<file path="config.mk">
export PLATFORM = sky130hd
export DESIGN_NAME = kpg_iterative_adder_ctrl
export DESIGN_NICKNAME = d
export VERILOG_FILES = /design/src/rtl/kpg_iterative_adder_ctrl_pkg.sv /design/src/rtl/kpg_iterative_adder_ctrl_prefix_row.sv /design/src/rtl/kpg_iterative_adder_ctrl.sv
export SDC_FILE = /design/constraint.sdc
export NUM_CORES = 1
export LEC_CHECK = 0
export CORE_UTILIZATION = 45
export DETAILED_ROUTE_END_ITERATION = 8
export GPL_TIMING_DRIVEN = 1
export HOLD_SLACK_MARGIN = 0.12
export PLACE_DENSITY = 0.68
export SLEW_MARGIN = 20
export SYNTH_ARGS = -nofsm -noshare
export SYNTH_HDL_FRONTEND = slang
export SYNTH_SLANG_ARGS = --single-unit
</file>
<file path="constraint.sdc">
create_clock -name clk -period 2.1 [get_ports clk]
set_clock_uncertainty 0.15 [all_clocks]
set_input_delay 0.21 -clock clk [delete_from_list [all_inputs] [get_ports clk]]
set_output_delay 0.21 -clock clk [all_outputs]
set_load 0.05 [all_outputs]
</file>
<file path="src/rtl/kpg_iterative_adder_ctrl_pkg.sv">
// kpg_iterative_adder_ctrl_pkg: shared KPG encodings, FSM state codes and combine helpers
//   KPG_KILL/KPG_GEN : resolved carry-status encodings (propagate is 01/10)
//   WIDTH_DEF        : default operand width
//   S_IDLE/S_ITER/S_DONE : controller state encodings
//   kpg_is_prop()    : propagate test
//   kpg_combine()    : two-input KPG combine cell, hi dominates unless it propagates
package kpg_iterative_adder_ctrl_pkg;

    localparam logic [1:0] KPG_KILL = 2'b00;
    localparam logic [1:0] KPG_GEN  = 2'b11;

    localparam int WIDTH_DEF = 24;

    localparam logic [1:0] S_IDLE = 2'd0;
    localparam logic [1:0] S_ITER = 2'd1;
    localparam logic [1:0] S_DONE = 2'd2;

    function automatic logic kpg_is_prop(input logic [1:0] k);
        return k[1] ^ k[0];
    endfunction

    function automatic logic [1:0] kpg_combine(input logic [1:0] hi, input logic [1:0] lo);
        return kpg_is_prop(hi) ? lo : hi;
    endfunction

endpackage

</file>
<file path="src/rtl/kpg_iterative_adder_ctrl_prefix_row.sv">
// kpg_prefix_row: one combinational row of KPG combine cells with selectable combine distance
//   r_in      : current per-bit KPG state
//   seed      : KPG value of position -1 (carry-in as kill/generate)
//   iter      : doubling iteration, distance = 1 << iter
//   r_out     : r_in[i] combined with r_in[i-d] (seed where i-d < 0)
//   any_prop  : some position of r_in is still propagate
module kpg_prefix_row
    import kpg_iterative_adder_ctrl_pkg::*;
#(
    parameter int WIDTH  = WIDTH_DEF,
    parameter int STAGES = $clog2(WIDTH_DEF + 1)
) (
    input  logic [WIDTH-1:0][1:0] r_in,
    input  logic [1:0]            seed,
    input  logic [2:0]            iter,
    output logic [WIDTH-1:0][1:0] r_out,
    output logic                  any_prop
);

    logic [WIDTH-1:0] prop_bits;

    for (genvar i = 0; i < WIDTH; i++) begin : g_bit
        logic [STAGES-1:0][1:0] cand;
        // Candidate lo operand for every distance; positions reaching below bit 0 see the seed.
        for (genvar s = 0; s < STAGES; s++) begin : g_dist
            if (i >= (1 << s)) begin : g_in
                assign cand[s] = r_in[i - (1 << s)];
            end else begin : g_seed
                assign cand[s] = seed;
            end
        end
        assign r_out[i]     = kpg_combine(r_in[i], cand[iter]);
        assign prop_bits[i] = kpg_is_prop(r_in[i]);
    end

    assign any_prop = |prop_bits;

endmodule

</file>
<file path="src/rtl/kpg_iterative_adder_ctrl.sv">
// kpg_iterative_adder_ctrl: iterative WIDTH-bit adder reusing one KPG prefix row by recursive doubling
//   clk, rst_n          : clock, asynchronous active-low reset
//   in_valid/in_ready   : operand handshake (a, b, cin)
//   out_valid/out_ready : result handshake (sum, cout, iters)
//   iters               : doubling iterations actually performed
module kpg_iterative_adder_ctrl
    import kpg_iterative_adder_ctrl_pkg::*;
#(
    parameter int WIDTH      = WIDTH_DEF,
    parameter int EARLY_EXIT = 1
) (
    input  logic             clk,
    input  logic             rst_n,
    input  logic             in_valid,
    output logic             in_ready,
    input  logic [WIDTH-1:0] a,
    input  logic [WIDTH-1:0] b,
    input  logic             cin,
    output logic             out_valid,
    input  logic             out_ready,
    output logic [WIDTH-1:0] sum,
    output logic             cout,
    output logic [2:0]       iters
);

    localparam int         STAGES   = $clog2(WIDTH + 1);
    localparam logic [2:0] STAGES_3 = 3'(STAGES);

    logic [1:0]            state;
    logic [WIDTH-1:0][1:0] r, r_nxt, r_fin, kpg_in;
    logic [WIDTH-1:0]      x, gen;
    logic [1:0]            seed;
    logic                  cin_q, any_prop, early, done_now;
    logic [2:0]            cnt, cnt_nxt;

    kpg_prefix_row #(.WIDTH(WIDTH), .STAGES(STAGES)) u_row (
        .r_in     (r),
        .seed     (seed),
        .iter     (cnt),
        .r_out    (r_nxt),
        .any_prop (any_prop)
    );

    assign in_ready  = (state == S_IDLE);
    assign out_valid = (state == S_DONE);
    assign early     = (EARLY_EXIT != 0) && !any_prop;
    assign cnt_nxt   = cnt + 3'd1;
    assign done_now  = early || (cnt_nxt == STAGES_3);
    // On an early exit r is already fully resolved, otherwise the final row output is used.
    assign r_fin     = early ? r : r_nxt;

    always_comb begin
        for (int i = 0; i < WIDTH; i++) begin
            kpg_in[i] = {a[i], b[i]};
            gen[i]    = (r_fin[i] == KPG_GEN);
        end
    end

    always_ff @(posedge clk or negedge rst_n) begin
        if (!rst_n) begin
            state <= S_IDLE;
            r     <= '0;
            x     <= '0;
            seed  <= KPG_KILL;
            cin_q <= 1'b0;
            cnt   <= '0;
            sum   <= '0;
            cout  <= 1'b0;
            iters <= '0;
        end else if (state == S_IDLE) begin
            if (in_valid) begin
                r     <= kpg_in;
                x     <= a ^ b;
                seed  <= {cin, cin};
                cin_q <= cin;
                cnt   <= '0;
                state <= S_ITER;
            end
        end else if (state == S_ITER) begin
            if (!early) begin
                r   <= r_nxt;
                cnt <= cnt_nxt;
            end
            if (done_now) begin
                // Carry into bit i is the resolved status of bit i-1; bit 0 takes cin.
                sum   <= x ^ {gen[WIDTH-2:0], cin_q};
                cout  <= gen[WIDTH-1];
                iters <= early ? cnt : cnt_nxt;
                state <= S_DONE;
            end
        end else if (state == S_DONE) begin
            if (out_ready) state <= S_IDLE;
        end else begin
            state <= S_IDLE;
        end
    end

endmodule

</file>
Word level (Yosys, flattened, before mapping)
Index checks and enable logic that the tools add are counted.
{ "totals": {"wordCells": 186, "input_bits": 53, "output_inout_bits": 30, "regBits": 107} }
{ "classes": {"eq_ne": 30, "n_reduce_logical": 9, "n_addsub": 1, "n_mux": 86, "n_bitwise": 27, "n_lt_le_gt_ge": 1} }
{ "ops": {"columns": ["cell", "count"], "rows": [
  ["2-to-1 mux 48 bit", 4],
  ["binary-select mux 2 bit (select 3 bit)", 24],
  ["2-to-1 mux 2 bit", 54],
  ["equality test 2 bit (second input constant)", 25],
  ["bitwise XOR 24 bit", 2],
  ["OR reduction 24 bit", 1],
  ["bitwise XOR 1 bit", 24],
  ["2-to-1 mux 3 bit", 4],
  ["AND reduction 3 bit", 2],
  ["< comparator 3 x 4 -> 1 bit (second input constant)", 1],
  ["!= test 4 x 2 -> 1 bit (second input constant)", 1],
  ["AND reduction 2 bit", 2],
  ["adder 3 x 1 -> 3 bit (second input constant)", 1],
  ["equality test 3 bit (second input constant)", 1],
  ["!= test 3 bit (second input constant)", 1],
  ["equality test 2 x 1 -> 1 bit (second input constant)", 1],
  ["logical NOT 2 bit", 1],
  ["!= test 2 bit (second input constant)", 1],
  ["nonzero test 2 bit", 1],
  ["logical NOT 1 bit", 1],
  ["logical OR 1 bit", 1],
  ["inverter 1 bit", 1]
]} }

Longest topological paths before layout
{ "logic_depth": {"word_depth": 7, "depth_mapped": 13, "depth_no_buf": 7} }

By module
From an unflattened synthesis, not the netlist that was laid out.
{ "hier_totals": {"cells_unflattened": 861, "hier_area_um2": 7975.1} }
{ "by_module_without_submodules": {"columns": ["mod", "instances", "area_each_um2", "seq_area_each_um2", "cells_each"], "rows": [
  ["kpg_iterative_adder_ctrl", 1, 5346.4, 2652.5, 505],
  ["kpg_prefix_row", 1, 2628.8, 0.0, 356]
]} }

Worst setup path before layout
Ideal clock, no wire load.
{ "synth_timing": {"path_kind": "register to register", "start": "reg cnt[1]", "end": "reg sum[14]", "setup_ns": 0.125, "setup_slack_ns": -0.138, "period_less_slack_ns": 2.238, "n_path_buf": 5, "stages_incl_launch_ff": 12, "arrival_time_ns": 1.963, "required_time_ns": 1.825, "cell_sequence": "dfrtp_1 buf_6 buf_8 buf_6 buf_6 inv_1 ha_1 and2_0 nand2_1 o31ai_4 buf_4 mux2_2"} }
{ "synth_via": {"elab_chain_len": 6, "word_cells_on_any_way": 10, "classes_between": "add/sub: 1; eq/ne: 2; mux: 4; bitwise: 1; reduce/logical: 2"} }
{ "synth_rtl": {"columns": ["element", "line", "source"], "rows": [
  ["start: declaration", "kpg_iterative_adder_ctrl.sv:34", "logic [2:0] cnt, cnt_nxt;"],
  ["start signal: assignment", "kpg_iterative_adder_ctrl.sv:82", "cnt <= cnt_nxt;"],
  ["binary-select mux 2 bit (select 3 bit)", "kpg_iterative_adder_ctrl_prefix_row.sv:32", "assign r_out[i] = kpg_combine(r_in[i], cand[iter]);"],
  ["2-to-1 mux 2 bit (not written as such)", "kpg_iterative_adder_ctrl_prefix_row.sv:32", null],
  ["2-to-1 mux 2 bit", "kpg_iterative_adder_ctrl_pkg.sv:23", "return kpg_is_prop(hi) ? lo : hi;"],
  ["2-to-1 mux 48 bit", null, null],
  ["equality test 2 bit", "kpg_iterative_adder_ctrl.sv:55", "gen[i] = (r_fin[i] == KPG_GEN);"],
  ["bitwise XOR 24 bit", "kpg_iterative_adder_ctrl.sv:86", "sum <= x ^ {gen[WIDTH-2:0], cin_q};"],
  ["end signal: assignment", "kpg_iterative_adder_ctrl.sv:86", null],
  ["end: declaration", "kpg_iterative_adder_ctrl.sv:21", "output logic [WIDTH-1:0] sum,"]
]} }
Several ways; a longest one is shown, not always the timed one. The select of a mux whose other input is x is not followed.
A chain may end at the register's enable or synchronous reset.

Worst setup path in the final report
{ "layout_timing": {"start": "reg r[29] in the netlist's numbering", "end": "reg sum[14]"} }
{ "layout_via": {"elab_chain_len": 5, "word_cells_on_any_way": 8, "classes_between": "eq/ne: 1; mux: 1; bitwise: 2; reduce/logical: 4"} }
{ "layout_rtl": {"columns": ["element", "line", "source"], "rows": [
  ["start: declaration", "kpg_iterative_adder_ctrl.sv:30", "logic [WIDTH-1:0][1:0] r, r_nxt, r_fin, kpg_in;"],
  ["start signal: assignment", "kpg_iterative_adder_ctrl.sv:72", "r <= kpg_in;"],
  ["start signal: assignment", "kpg_iterative_adder_ctrl.sv:81", "r <= r_nxt;"],
  ["bitwise XOR 1 bit (*)", "kpg_iterative_adder_ctrl_pkg.sv:19", "return k[1] ^ k[0];"],
  ["OR reduction 24 bit (*)", "kpg_iterative_adder_ctrl_prefix_row.sv:36", "assign any_prop = |prop_bits;"],
  ["2-to-1 mux 48 bit or logical NOT 1 bit (tied branches)", null, null],
  ["equality test 2 bit or logical OR 1 bit (tied branches)", "kpg_iterative_adder_ctrl.sv:55, kpg_iterative_adder_ctrl.sv:48", null],
  ["bitwise XOR 24 bit or AND reduction 3 bit (tied branches)", null, null]
]} }
Every way passes the cells marked *; elsewhere a longest branch is shown, timed or not.

==> flow_summary_export.csv <==
group,metric,value,unit
setup_path,arrival,2.57,ns
timing,post-route-worst-setup-slack,-0.3662,ns
layout,multi_input_area,5196,µm²
grt,grt_first_pass_wirelength,39470,µm
timing,timing_hold_violations_final,0,
layout,sequential_cell_area,2658,µm²
yosys,synth_cell_types,66,
worst_hold_path,holdPathStages,3,
layout,post_route_cells_drive_above_1_share,38.77,%
timing,grt_setup_unrepaired,"true",
floorplan,ios,83,
placement,place.port_buffers,82,
layout,fin_area,11220,µm²
grt,antenna_violations_before_repair,0,
timing,finalSetupViolCount,58,
setup_path,setup.worst_path.start_class,"register",
pwr,power.share.combinational,74.0,%
route,vias,7727,
pwr,p_clk_share,8.2,%
route,final_antenna_net_count,0,
pwr,power.static_leakage,4.573,nW
route,detail_route.wirelength,26270,µm
route,first_pass_iters,5,
route,first_iter_violations,779,
yosys,ys_top_cells_by_area,"dfrtp_1, mux4_2, a21oi_1, xnor2_1, nand2_1",
route,wire_per_inst,20.61,µm
timing,final-max-slew-violation-count,0,
placement,total_instance_count_after_detailed_placement,1211,
yosys,synth_register_bits,106,
pwr,power.total,21.84,mW
pwr,pwr_density_cell,1946,nW/µm²
run_status,outcome,"complete, but fails checks",
clocking,tritoncts_clock_tree,"built",
yosys,syn-mean-instance-area,9.209,µm²
timing,fin_crit,2.466,ns
setup_path,setup_slack_on_the_worst_flop_to_flop_path,-0.37,ns
setup_path,required_time_of_the_worst_setup_path,2.21,ns
worst_hold_path,hold_path.class,"in2reg",
placement,dpl_cell_area,9687,µm²
flow_run,maxCapViolations,0,
clocking,cts.sink_count,106,
setup_path,regToRegStartpoint,"r[29]",
layout,fill_cells,1267,
yosys,synth_top_area_cell,"dfrtp_1",
yosys,number_of_enable_type_register_cells_in_the_synthesized_netlist,0,
route,routed_via_density,6.060,
timing,transition_at_the_pin_with_the_smallest_max_transition_slack,0.6090,ns
layout,finish.utilization,66.97,%
clocking,cts_h_tree_depth,3,
layout,synthToLayoutAreaGrowth,44.24,%
grt,global_route.overflow_total,0,
timing,max-slew-margin-rel,59.40,%
yosys,yosys_warnings,0,
yosys,async_flop_share,100.0,%
placement,place.detailed.hpwl,17550,µm
setup_path,r2r.worst_path.cells,7,
clocking,cts-root-buf,"clkbuf_16",
yosys,synthesis.instances,845,
grt,grt_start_max_net_pins,107,
timing,period_share,117.4,%
floorplan,fp.dieW,133.5,µm
yosys,synth.yosys.seq_area_share,34.09,%
timing,timing.fmax,405.5,MHz
setup_path,path_max_fanout,7,
floorplan,die_height,133.5,µm
timing,final.setup.tns,-11.02,ns
clocking,clock_insertion_delay_at_the_later_pin_of_the_skew_report,0.37,ns
worst_hold_path,hold_path_sink,"cin_q",
grt,grt.total_usage,29.25,%
route,drc,0,
setup_path,criticalPathCategory,"reg2reg",
run_status,failed_checks,"negative setup slack",
grt,first_global_vias,7309,
pwr,total_switching_power,10.13,mW
setup_path,r2r_end,"sum[14]",
pwr,irDropWorstVdd,1.264,mV
setup_path,critPathCaptureType,"register",
yosys,ys_dominant_reg_cell,"dfrtp_1",
yosys,synthesized_netlist_net_count,900,
floorplan,initial_core_util,46.43,%
pwr,cell_internal_power,11.71,mW
pwr,power.sequential.fraction,17.9,%
floorplan,row_count,47,
yosys,netlist_area_before_placement,7781,µm²
clocking,numCtsBuffers,9,
clocking,clk_pin_slew,0.07,ns
clocking,cts.path.max_buffers,2,
pwr,power_switching_share,46.40,%
yosys,synth.top_cell.area_share,34.09,%
floorplan,design.die.area,17820,µm²
worst_hold_path,start_point_of_the_worst_min_delay_path,"cin",
layout,mostFrequentLayoutCell,"buf_4",
floorplan,core,16760,µm²
layout,mostFrequentLayoutCells,"buf_4, dfrtp_1, nand2_1",
layout,final_net_count,1105,
layout,instances_no_fill,1275,
placement,place.gp.congestion,0.9309,
layout,antenna_cells,0,
==> worst max path at each step <==
| stage | startpoint | to | slack (ns) | depth (start not counted) |
|---|---|---|---|---|
| floorplan | cnt[0] | sum[14] | -0.11 | 7 |
| global placement | r[43] | sum[7] | -0.49 | 7 |
| detailed placement | r[43] | sum[7] | -0.53 | 7 |
| CTS | r[44] | sum[14] | -0.39 | 8 |
| global route | r[47] | sum[6] | -0.45 | 10 |
| finish | r[29] | sum[14] | -0.37 | 7 |
==> power groups by stage <==
stage	clock network (mW)	logic, mW	registers [mW]
after global placement	0	12.7	3.88
after floorplan	0	7.74	4.64
after CTS	1.81	14.6	3.84
final	1.78	16.2	3.90
after global routing	1.88	17.2	4.01
after detailed placement	0	12.9	3.91
==> cells in the mapped netlist, drive strengths merged (3+ instances only) <==
cell type	instances
o211ai	5
mux4	37
clkbuf	43
a21o	13
o21a	4
a2111oi	5
nor3	4
a21oi	95
mux2i	8
mux2	9
o22a	3
xnor2	46
a22oi	19
buf	39
nor2	84
o22ai	9
dfrtp	106
nand3b	5
a21boi	6
nor2b	4
nand3	8
nand2	104
xor2	25
nor4	4
o31ai	7
nand2b	3
and2	6
a31oi	8
maj3	27
o21ai	59
or3	4
inv	14
or2	5
o2111ai	3
==> sequential cells by signal, indices dropped and copies added (netlist names) <==
register  flops
state         2
sum          24
cnt           3
iters         3
cin_q         1
x            24
r            48
cout          1
==> worst max-delay path, cell delays in order (launching register included) <==
cell and delay, ns:
dfrtp_1 0.50, and2_1 0.25, o2111ai_2 0.22, or2_4 0.34
o31ai_4 0.29, buf_6 0.16, buf_8 0.13, mux2_4 0.30
==> routing by layer <==
| metal | track usage [%] | share of wire [%] | up-vias |
|---|---|---|---|
| met5 | 0 | 0 | - |
| met2 | 46.27 | 47 | 394 |
| met3 | 6.925 | 8.0 | 108 |
| met1 | 36.65 | 39 | 3793 |
| li1 | - | - | 3432 |
| met4 | 16.86 | 6.2 | 0 |
==> per-stage QoR <==
step / hold WS, ns / worst slack (ns)
4_1_cts: 0.2135 / -0.3901
3_3_place_gp: 0.1922 / -0.4887
5_1_grt: 0.2375 / -0.4486
2_1_floorplan: -0.2356 / -0.1074
3_5_place_dp: 0.1943 / -0.5310
6_report: 0.2182 / -0.3662
==> layout make-up <==
| type | instances | area share (%) |
|---|---|---|
| clock buffers | 10 | 2.129 |
| clock inverters | 6 | 0.5909 |
| inverters | 14 | 0.5574 |
| multi-input cells | 643 | 46.30 |
| flip-flops and latches | 106 | 23.68 |
| well taps | 220 | 2.453 |
| repair buffers | 276 | 24.29 |
==> repair_timing <==
action,CTS,global route
endpoints found under the setup margin,75,78
pin swaps,44,73
hold endpoints to repair,106,0
gates resized for setup,129,135
buffers inserted,29,28
cloned,2,0
hold buffers,1,0
==> logic make-up (layout without fill, tap and decap cells) <==
| logic type | Yosys count | in the layout | synth area share (%) |
|---|---|---|---|
| AO/OA/AOI/OAI | 247 | 247 | 19.76 |
| XOR/XNOR | 71 | 71 | 7.992 |
| adder cells (fa/ha/maj) | 29 | 29 | 3.907 |
| buffers and inverters | 96 | 306 | 6.818 |
| flip-flops | 106 | 106 | 34.09 |
| multiplexers | 54 | 54 | 13.47 |
| AND/OR/NAND/NOR | 242 | 242 | 13.96 |
Note: power is estimated with default switching activity, not from simulation.
